==> src/rtl/hazard_ctrl_unit.sv <==
// Hazard control for the 5-stage ThinPad pipeline: load-use bubbles, memory-conflict stall FSM, mispredict flushes.
// Optional perf counters enabled by defining HAZARD_PERF_CNT_EN.
module hazard_ctrl_unit #(
  parameter int               REG_W            = 4,
  parameter logic [REG_W-1:0] NO_REG           = {REG_W{1'b1}},
  parameter int               MEM_STALL_CYCLES = 1,
  parameter bit               FLUSH_ID         = 1'b0,
  parameter int               PERF_W           = 16
) (
  input  logic             clk,
  input  logic             rst,
  input  logic             branch_err,
  input  logic [REG_W-1:0] rd_reg1,
  input  logic [REG_W-1:0] rd_reg2,
  input  logic             rd_use1,
  input  logic             rd_use2,
  input  logic [REG_W-1:0] ex_wreg,
  input  logic             ex_mem_read,
  input  logic             mem_conflict,
  output logic             pc_keep,
  output logic             if_keep,
  output logic             if_clear,
  output logic             id_keep,
  output logic             id_clear,
  output logic             exe_keep,
`ifdef HAZARD_PERF_CNT_EN
  input  logic              perf_clr,
  output logic [PERF_W-1:0] lu_cnt,
  output logic [PERF_W-1:0] ms_cnt,
  output logic [PERF_W-1:0] fl_cnt,
`endif
  output logic [1:0]       hz_state
);

  localparam int               CNT_W    = $clog2(MEM_STALL_CYCLES) + 1;
  localparam logic [CNT_W-1:0] CNT_INIT = CNT_W'(MEM_STALL_CYCLES - 1);
  localparam logic [CNT_W-1:0] CNT_ONE  = CNT_W'(1);
  localparam logic [CNT_W-1:0] CNT_ZERO = CNT_W'(0);

  typedef enum logic [1:0] {
    RUN     = 2'b00,
    MSTALL  = 2'b01,
    RELEASE = 2'b10
  } state_e;

  state_e           state_q, state_d;
  logic [CNT_W-1:0] cnt_q, cnt_d;
  logic             lu_s;
  logic             lu_bubble_s;

  // Load-use: a pending load whose destination is really read by the ID instruction.
  assign lu_s = ex_mem_read && (ex_wreg != NO_REG) &&
                ((rd_use1 && (rd_reg1 == ex_wreg)) || (rd_use2 && (rd_reg2 == ex_wreg)));

  assign hz_state = state_q;

  // State and stall-countdown register.
  always_ff @(posedge clk) begin
    if (rst) begin
      state_q <= RUN;
      cnt_q   <= CNT_ZERO;
    end else begin
      state_q <= state_d;
      cnt_q   <= cnt_d;
    end
  end

  // Next-state and keep/clear decode.
  always_comb begin
    state_d     = state_q;
    cnt_d       = cnt_q;
    pc_keep     = 1'b0;
    if_keep     = 1'b0;
    if_clear    = 1'b0;
    id_keep     = 1'b0;
    id_clear    = 1'b0;
    exe_keep    = 1'b0;
    lu_bubble_s = 1'b0;
    if (rst) begin
      state_d = RUN;
      cnt_d   = CNT_ZERO;
    end else begin
      case (state_q)
        RUN: begin
          if (mem_conflict) begin
            pc_keep  = 1'b1;
            if_keep  = 1'b1;
            id_keep  = 1'b1;
            exe_keep = 1'b1;
            if (MEM_STALL_CYCLES > 1) begin
              state_d = MSTALL;
              cnt_d   = CNT_INIT;
            end else begin
              state_d = RELEASE;
            end
          end else if (branch_err) begin
            // A load-use seen alongside a mispredict is on the wrong path.
            if_clear = 1'b1;
            id_clear = FLUSH_ID;
          end else if (lu_s) begin
            pc_keep     = 1'b1;
            if_keep     = 1'b1;
            id_clear    = 1'b1;
            lu_bubble_s = 1'b1;
          end else begin
            state_d = RUN;
          end
        end
        MSTALL: begin
          pc_keep  = 1'b1;
          if_keep  = 1'b1;
          id_keep  = 1'b1;
          exe_keep = 1'b1;
          cnt_d    = cnt_q - CNT_ONE;
          if (cnt_q <= CNT_ONE) begin
            state_d = RELEASE;
            cnt_d   = CNT_ZERO;
          end else begin
            state_d = MSTALL;
          end
        end
        RELEASE: begin
          // mem_conflict is deliberately ignored here so the held access can finish.
          state_d = RUN;
          if (branch_err) begin
            if_clear = 1'b1;
            id_clear = FLUSH_ID;
          end else if (lu_s) begin
            pc_keep     = 1'b1;
            if_keep     = 1'b1;
            id_clear    = 1'b1;
            lu_bubble_s = 1'b1;
          end else begin
            pc_keep = 1'b0;
          end
        end
        default: begin
          state_d = RUN;
          cnt_d   = CNT_ZERO;
        end
      endcase
    end
  end

`ifdef HAZARD_PERF_CNT_EN
  logic [PERF_W-1:0] lu_cnt_q, ms_cnt_q, fl_cnt_q;

  function automatic logic [PERF_W-1:0] sat_inc(input logic [PERF_W-1:0] v, input logic en);
    if (en && (v != {PERF_W{1'b1}})) begin
      return v + PERF_W'(1);
    end else begin
      return v;
    end
  endfunction

  // Saturating event counters; clear wins over increment.
  always_ff @(posedge clk) begin
    if (rst || perf_clr) begin
      lu_cnt_q <= {PERF_W{1'b0}};
      ms_cnt_q <= {PERF_W{1'b0}};
      fl_cnt_q <= {PERF_W{1'b0}};
    end else begin
      lu_cnt_q <= sat_inc(lu_cnt_q, lu_bubble_s);
      ms_cnt_q <= sat_inc(ms_cnt_q, exe_keep);
      fl_cnt_q <= sat_inc(fl_cnt_q, if_clear);
    end
  end

  assign lu_cnt = lu_cnt_q;
  assign ms_cnt = ms_cnt_q;
  assign fl_cnt = fl_cnt_q;
`else
  logic unused_lu_s;
  assign unused_lu_s = lu_bubble_s;
`endif

endmodule
==> config.mk <==
export PLATFORM = sky130hd
export DESIGN_NAME = hazard_ctrl_unit
export DESIGN_NICKNAME = d
export VERILOG_FILES = /design/src/rtl/hazard_ctrl_unit.sv
export SDC_FILE = /design/constraint.sdc
export NUM_CORES = 1
export LEC_CHECK = 0
export ABC_AREA = 1
export CORE_AREA = 2 2 39 41
export CTS_CLUSTER_SIZE = 16
export DETAILED_ROUTE_END_ITERATION = 8
export DIE_AREA = 0 0 41 43
export HOLD_SLACK_MARGIN = 0.1
export PLACE_DENSITY = 0.58
export SYNTH_ARGS = -nofsm -noshare
export SYNTH_HDL_FRONTEND = slang
export SYNTH_SLANG_ARGS = --single-unit
export TNS_END_PERCENT = 10
==> constraint.sdc <==
create_clock -name clk -period 1.5 [get_ports clk]
set_input_delay 0.375 -clock clk [delete_from_list [all_inputs] [get_ports clk]]
set_output_delay 0.375 -clock clk [all_outputs]
set_load 0.005 [all_outputs]
# Word-level counts from Yosys, hierarchy flattened
# Cells that the tools add are included.
word_totals:
  input_bits: 19
  reg_bits: 3
op_classes:
  n_eq_ne: 7
  mux: 22
  addsub: 1
  order_cmp: 1
  reduce_logical: 8
ops:
  columns: ["cell", "count"]
  rows:
  - ["1-bit two-way mux", 12]
  - ["4-bit equality test", 2]
  - ["2-bit two-way mux", 4]
  - ["1-bit one-hot mux with 2 select lines", 4]
  - ["3-bit inequality test (second input constant)", 2]
  - ["1-bit logical AND", 4]
  - ["4-bit inequality test (second input constant)", 1]
  - ["2-bit one-hot mux with 2 select lines", 1]
  - ["1-bit one-hot mux with 3 select lines", 1]
  - ["2-bit by 1-bit equality test with 1-bit output (second input constant)", 1]
  - ["2-bit equality test (second input constant)", 1]
  - ["2-bit zero test", 1]
  - ["2-bit AND reduction", 1]
  - ["2-bit OR reduction", 1]
  - ["1-bit less-or-equal comparator (second input constant)", 1]
  - ["1-bit logical OR", 1]
  - ["1-bit subtractor (second input constant)", 1]

# Logic depth before layout (Yosys ltp)
logic_depth:
  depth_word: 9
  ltp_mapped: 9
  mapped_depth_nobuf: 8

# Worst setup path after synthesis
# Ideal clock, no wire load.
synth_timing:
  path_kind: "in2out"
  start: "input mem_conflict"
  end: "output pc_keep"
  n_path_buf: 1
  arrival_time_ns: 1.051
  required_ns: 1.125
  setup_slack_ns: 0.074
  path_stages: 7
  path_cell_list: "inv_1 nor2_1 inv_1 nor2_1 inv_1 nand2_1 buf_4"
synth_between:
  elab_chain_len: 3
synth_lines:
  columns: ["element", "line", "rtl"]
  rows:
  - ["start: declaration", "19", "input logic mem_conflict,"]
  - ["1-bit two-way mux", null, null]
  - ["1-bit one-hot mux with 3 select lines", null, null]
  - ["1-bit two-way mux", null, null]
  - ["end: declaration", "20", "output logic pc_keep,"]
# Every way passes these cells.

# Worst setup path in the final report
layout_timing:
  start: "input ex_mem_read"
  end: "output id_clear"
layout_between:
  elab_chain_len: 7
layout_lines:
  columns: ["element", "line", "rtl"]
  rows:
  - ["start: declaration", "18", "input logic ex_mem_read,"]
  - ["1-bit logical AND * (2 in series)", "52", "assign lu_s = ex_mem_read && (ex_wreg != NO_REG) &&"]
  - ["1-bit two-way mux *", "100, 128", null]
  - ["1-bit two-way mux *", "125", "if (branch_err) begin"]
  - ["1-bit two-way mux", "85", "if (mem_conflict) begin"]
  - ["1-bit one-hot mux with 2 select lines *", "83", "case (state_q)"]
  - ["1-bit two-way mux *", "79", "if (rst) begin"]
  - ["end: declaration", "24", "output logic id_clear,"]
# Every way passes the cells marked *; elsewhere a longest branch is shown, timed or not.

==> qor.log <==
[sta] Final Setup Violations 0
[place] minimum setup slack after placement -0.849 ns
[final_layout] fraction of layout cells with a size suffix above 1 51.2%
[sta] time the final worst path needs with I/O delays and setup 1.47 ns
[place] half-perimeter wire length after placement 601 µm
[global_route] GR Util All Layers 8.11%
[yosys] Synth cell types 14
[place] weighted congestion at the end of routability-driven global placement 0.636
[clock_tree] clock edge transition at the registers on the reported setup and hold paths 0 ns
[floorplan] Placement Rows 14
[floorplan] total core area 1380 µm²
[route] vias 373
[final_layout] post-layout util 39.0%
[route] met3 wire length 86 µm
[yosys] synthesis warning total 0
[pwr] sequential fraction of design power 19.2%
[pwr] clock network fraction of total power 0%
[pwr] internal power 102 µW
[run] number of max-cap violations 0
[place] placed inst area 551 µm²
[sta] fin worst setup slack 0.0313 ns
[global_route] Overflow after GRT 0
[route] drt total wl 755 µm
[global_route] antenna violations before repair 0
[pwr] relative contribution of combinational cells to total power 80.8%
[final_layout] final std cells w/o fill 100
[yosys] Synthesized Nets 73
[setup_path] dominant delay contributor by cell family on the critical path buffers and inverters
[setup_path] largest fanout on the critical path 2
[pwr] P_leak 0.000328 µW
[route] number of detailed-route iterations in the first pass 1
[place] number of placed cells counting well taps 98
[yosys] synthesized area per cell 4.77 µm²
[sta] Fin. Hold Viols 0
[floorplan] horizontal die dimension 41 µm
[final_layout] Syn-to-layout area delta 109%
[place] Buffers on Ports 25
[floorplan] Initial Utilization 18.6%
[outcome] run status complete, no violations
[final_layout] number of nets in the finished design 105
[route] antenna viol nets, final 0
[setup_path] standard cell with the maximum stage delay on the critical path dlygate4sd2_1
[clock_tree] cts hold-fix bufs 0
[setup_path] arrival time at the worst endpoint 1.09 ns
[sta] post-route clock period utilization 97.9%
[route] post-detailed-route DRC marker count 0
[yosys] cell count after synthesis 54
[route] Vias/cell 3.73
[route] met2 wire length 360 µm
[setup_path] Buf/Inv on CP 2
[yosys] share of the yosys chip area belonging to registers 7.77%
[global_route] pin count of the biggest net entering global routing 6
[yosys] cell area after synthesis 258 µm²
[global_route] number of global-route vias before repair 305
[clock_tree] clock network latency to the later pin of the worst-skew pair 0 ns
[route] detailed-route wire length on metal 1 308 µm
[setup_path] Critical Path End Type primary output
[sta] final-report max-slew violation count 0
[setup_path] crit start category primary input
[sta] setup TNS 0 ns
[global_route] global-route wire length before repair 1.07 mm
[final_layout] final design instance area without fill 539 µm²
[worst_hold_path] class of the worst hold path register to register
[pwr] Switching Power 52.4 µW
[sta] unrepaired setup endpoints after global routing true
[pwr] switching share of total power 33.9%
[route] wire length per cell 7.55 µm
[sta] maximum clock frequency 0.681 GHz
[setup_path] Critical Path, Cell by Cell dlygate4sd2_1 > nand3b_1 > a41oi_2 > nand2_2 > nor2_2 > buf_2
[floorplan] die area 1760 µm²
[pwr] cell area power density 287 nW/µm²
[setup_path] required time at the worst-slack endpoint 1.12 ns
[sta] worst clock skew 0 ns
[route] 1st-iter DRT viols 0
[route] highest metal layer with signal wires met3
[setup_path] slowest cell delay on critical path 0.19 ns
[final_layout] max reg flops 1
[floorplan] number of I/O pins 27
[final_layout] number of antenna cells inserted 0
[setup_path] type of the worst setup path primary input to primary output
[pwr] VDD IR-drop max 205 µV
[yosys] number of synthesized register bits 1
[floorplan] die height 43 µm
worst min-delay path: stages (launching register included):
cell and delay, ns:
dfxtp_1 0.32, nor2_2 0.05, inv_2 0.07, buf_4 0.10, nor2_1 0.03
logic make-up after synthesis:
kind of cell / share of synthesized area [%]
simple gates: 52.9
buf+inv: 27.7
xor+xnor: 6.80
compound gates: 3.40
flops: 7.77
other cells: 1.45
through the flow:
stage,hold slack (ns),total power (µW)
3_3_place_gp,0.593,158
6_report,0.623,155
3_5_place_dp,0.599,158
5_1_grt,0.665,168
2_1_floorplan,0.447,74.3
4_1_cts,0.617,138
power groups by stage:
| stage | clock network (µW) | logic [µW] | registers (µW) |
|---|---|---|---|
| 2_1_floorplan | 0 | 44.7 | 29.6 |
| 3_3_place_gp | 0 | 129 | 29.3 |
| 3_5_place_dp | 0 | 128 | 29.4 |
| 4_1_cts | 0 | 109 | 29.4 |
| 5_1_grt | 0 | 138 | 29.9 |
| 6_report | 0 | 125 | 29.7 |
Yosys cell counts:
| cell | n | area share (%) |
|---|---|---|
| nand2_1 | 18 | 26 |
| inv_1 | 12 | 17 |
| nor2_1 | 9 | 13 |
| buf_4 | 3 | 8.7 |
| nand3_1 | 2 | 3.9 |
| xnor2_1 | 2 | 6.8 |
| a41oi_1 | 1 | 3.4 |
| conb_1 | 1 | 1.5 |
| dfxtp_1 | 1 | 7.8 |
| inv_2 | 1 | 1.5 |
| nand2_2 | 1 | 2.4 |
| nand3b_1 | 1 | 2.9 |
| nor2_2 | 1 | 2.4 |
| nor3_1 | 1 | 1.9 |
layout by cell type, fill, tap and decap left out:
cell             synthesis  layout
nor2_1                   9       7
buf_6                    0       3
inv_1                   12       6
nor2_4                   0       1
buf_4                    3       8
a41oi_2                  0       1
clkdlybuf4s50_1          0       1
nor3_1                   1       1
dfxtp_1                  1       1
xnor2_1                  2       1
nor2_2                   1       2
clkbuf_2                 0       2
dlygate4sd2_1            0       2
nand3b_1                 1       1
conb_1                   1       1
buf_2                    0      12
nand2_2                  1       4
buf_8                    0       2
clkdlybuf4s15_1          0       3
nand3_1                  2       2
nand2_1                 18      15
inv_2                    1       7
xnor2_2                  0       1
layer usage:
| metal | track usage (%) | vias to the layer above |
|---|---|---|
| li1 | - | 212 |
| met4 | 0 | 0 |
| met2 | 14.7 | 20 |
| met3 | 1.57 | 0 |
| met1 | 9.87 | 141 |
| met5 | 0 | - |
area by class of cell:
class                   instances  area [µm²]
fillers                       167         845
repair buffers                 33         251
multi-input cells              37         199
inverters                      13        48.8
flip-flops and latches          1        20.0
well taps                      16        20.0
worst paths after layout:
path	slack (ns)	from	cells past startpoint	endpoint
max	0.03	ex_mem_read	6	id_clear
min	0.62	hz_state[1]	4	hz_state[1]
max reg2reg	0.76	hz_state[1]	4	hz_state[1]
min reg2reg	0.62	hz_state[1]	4	hz_state[1]
what timing repair did:
action | in CTS | in global routing
setup buffers | 1 | 1
pin swaps | 23 | 17
setup endpoints to repair | 6 | 5
gates cloned | 0 | 0
resized for setup | 82 | 21
No activity file was read; power rests on OpenSTA's default activity.
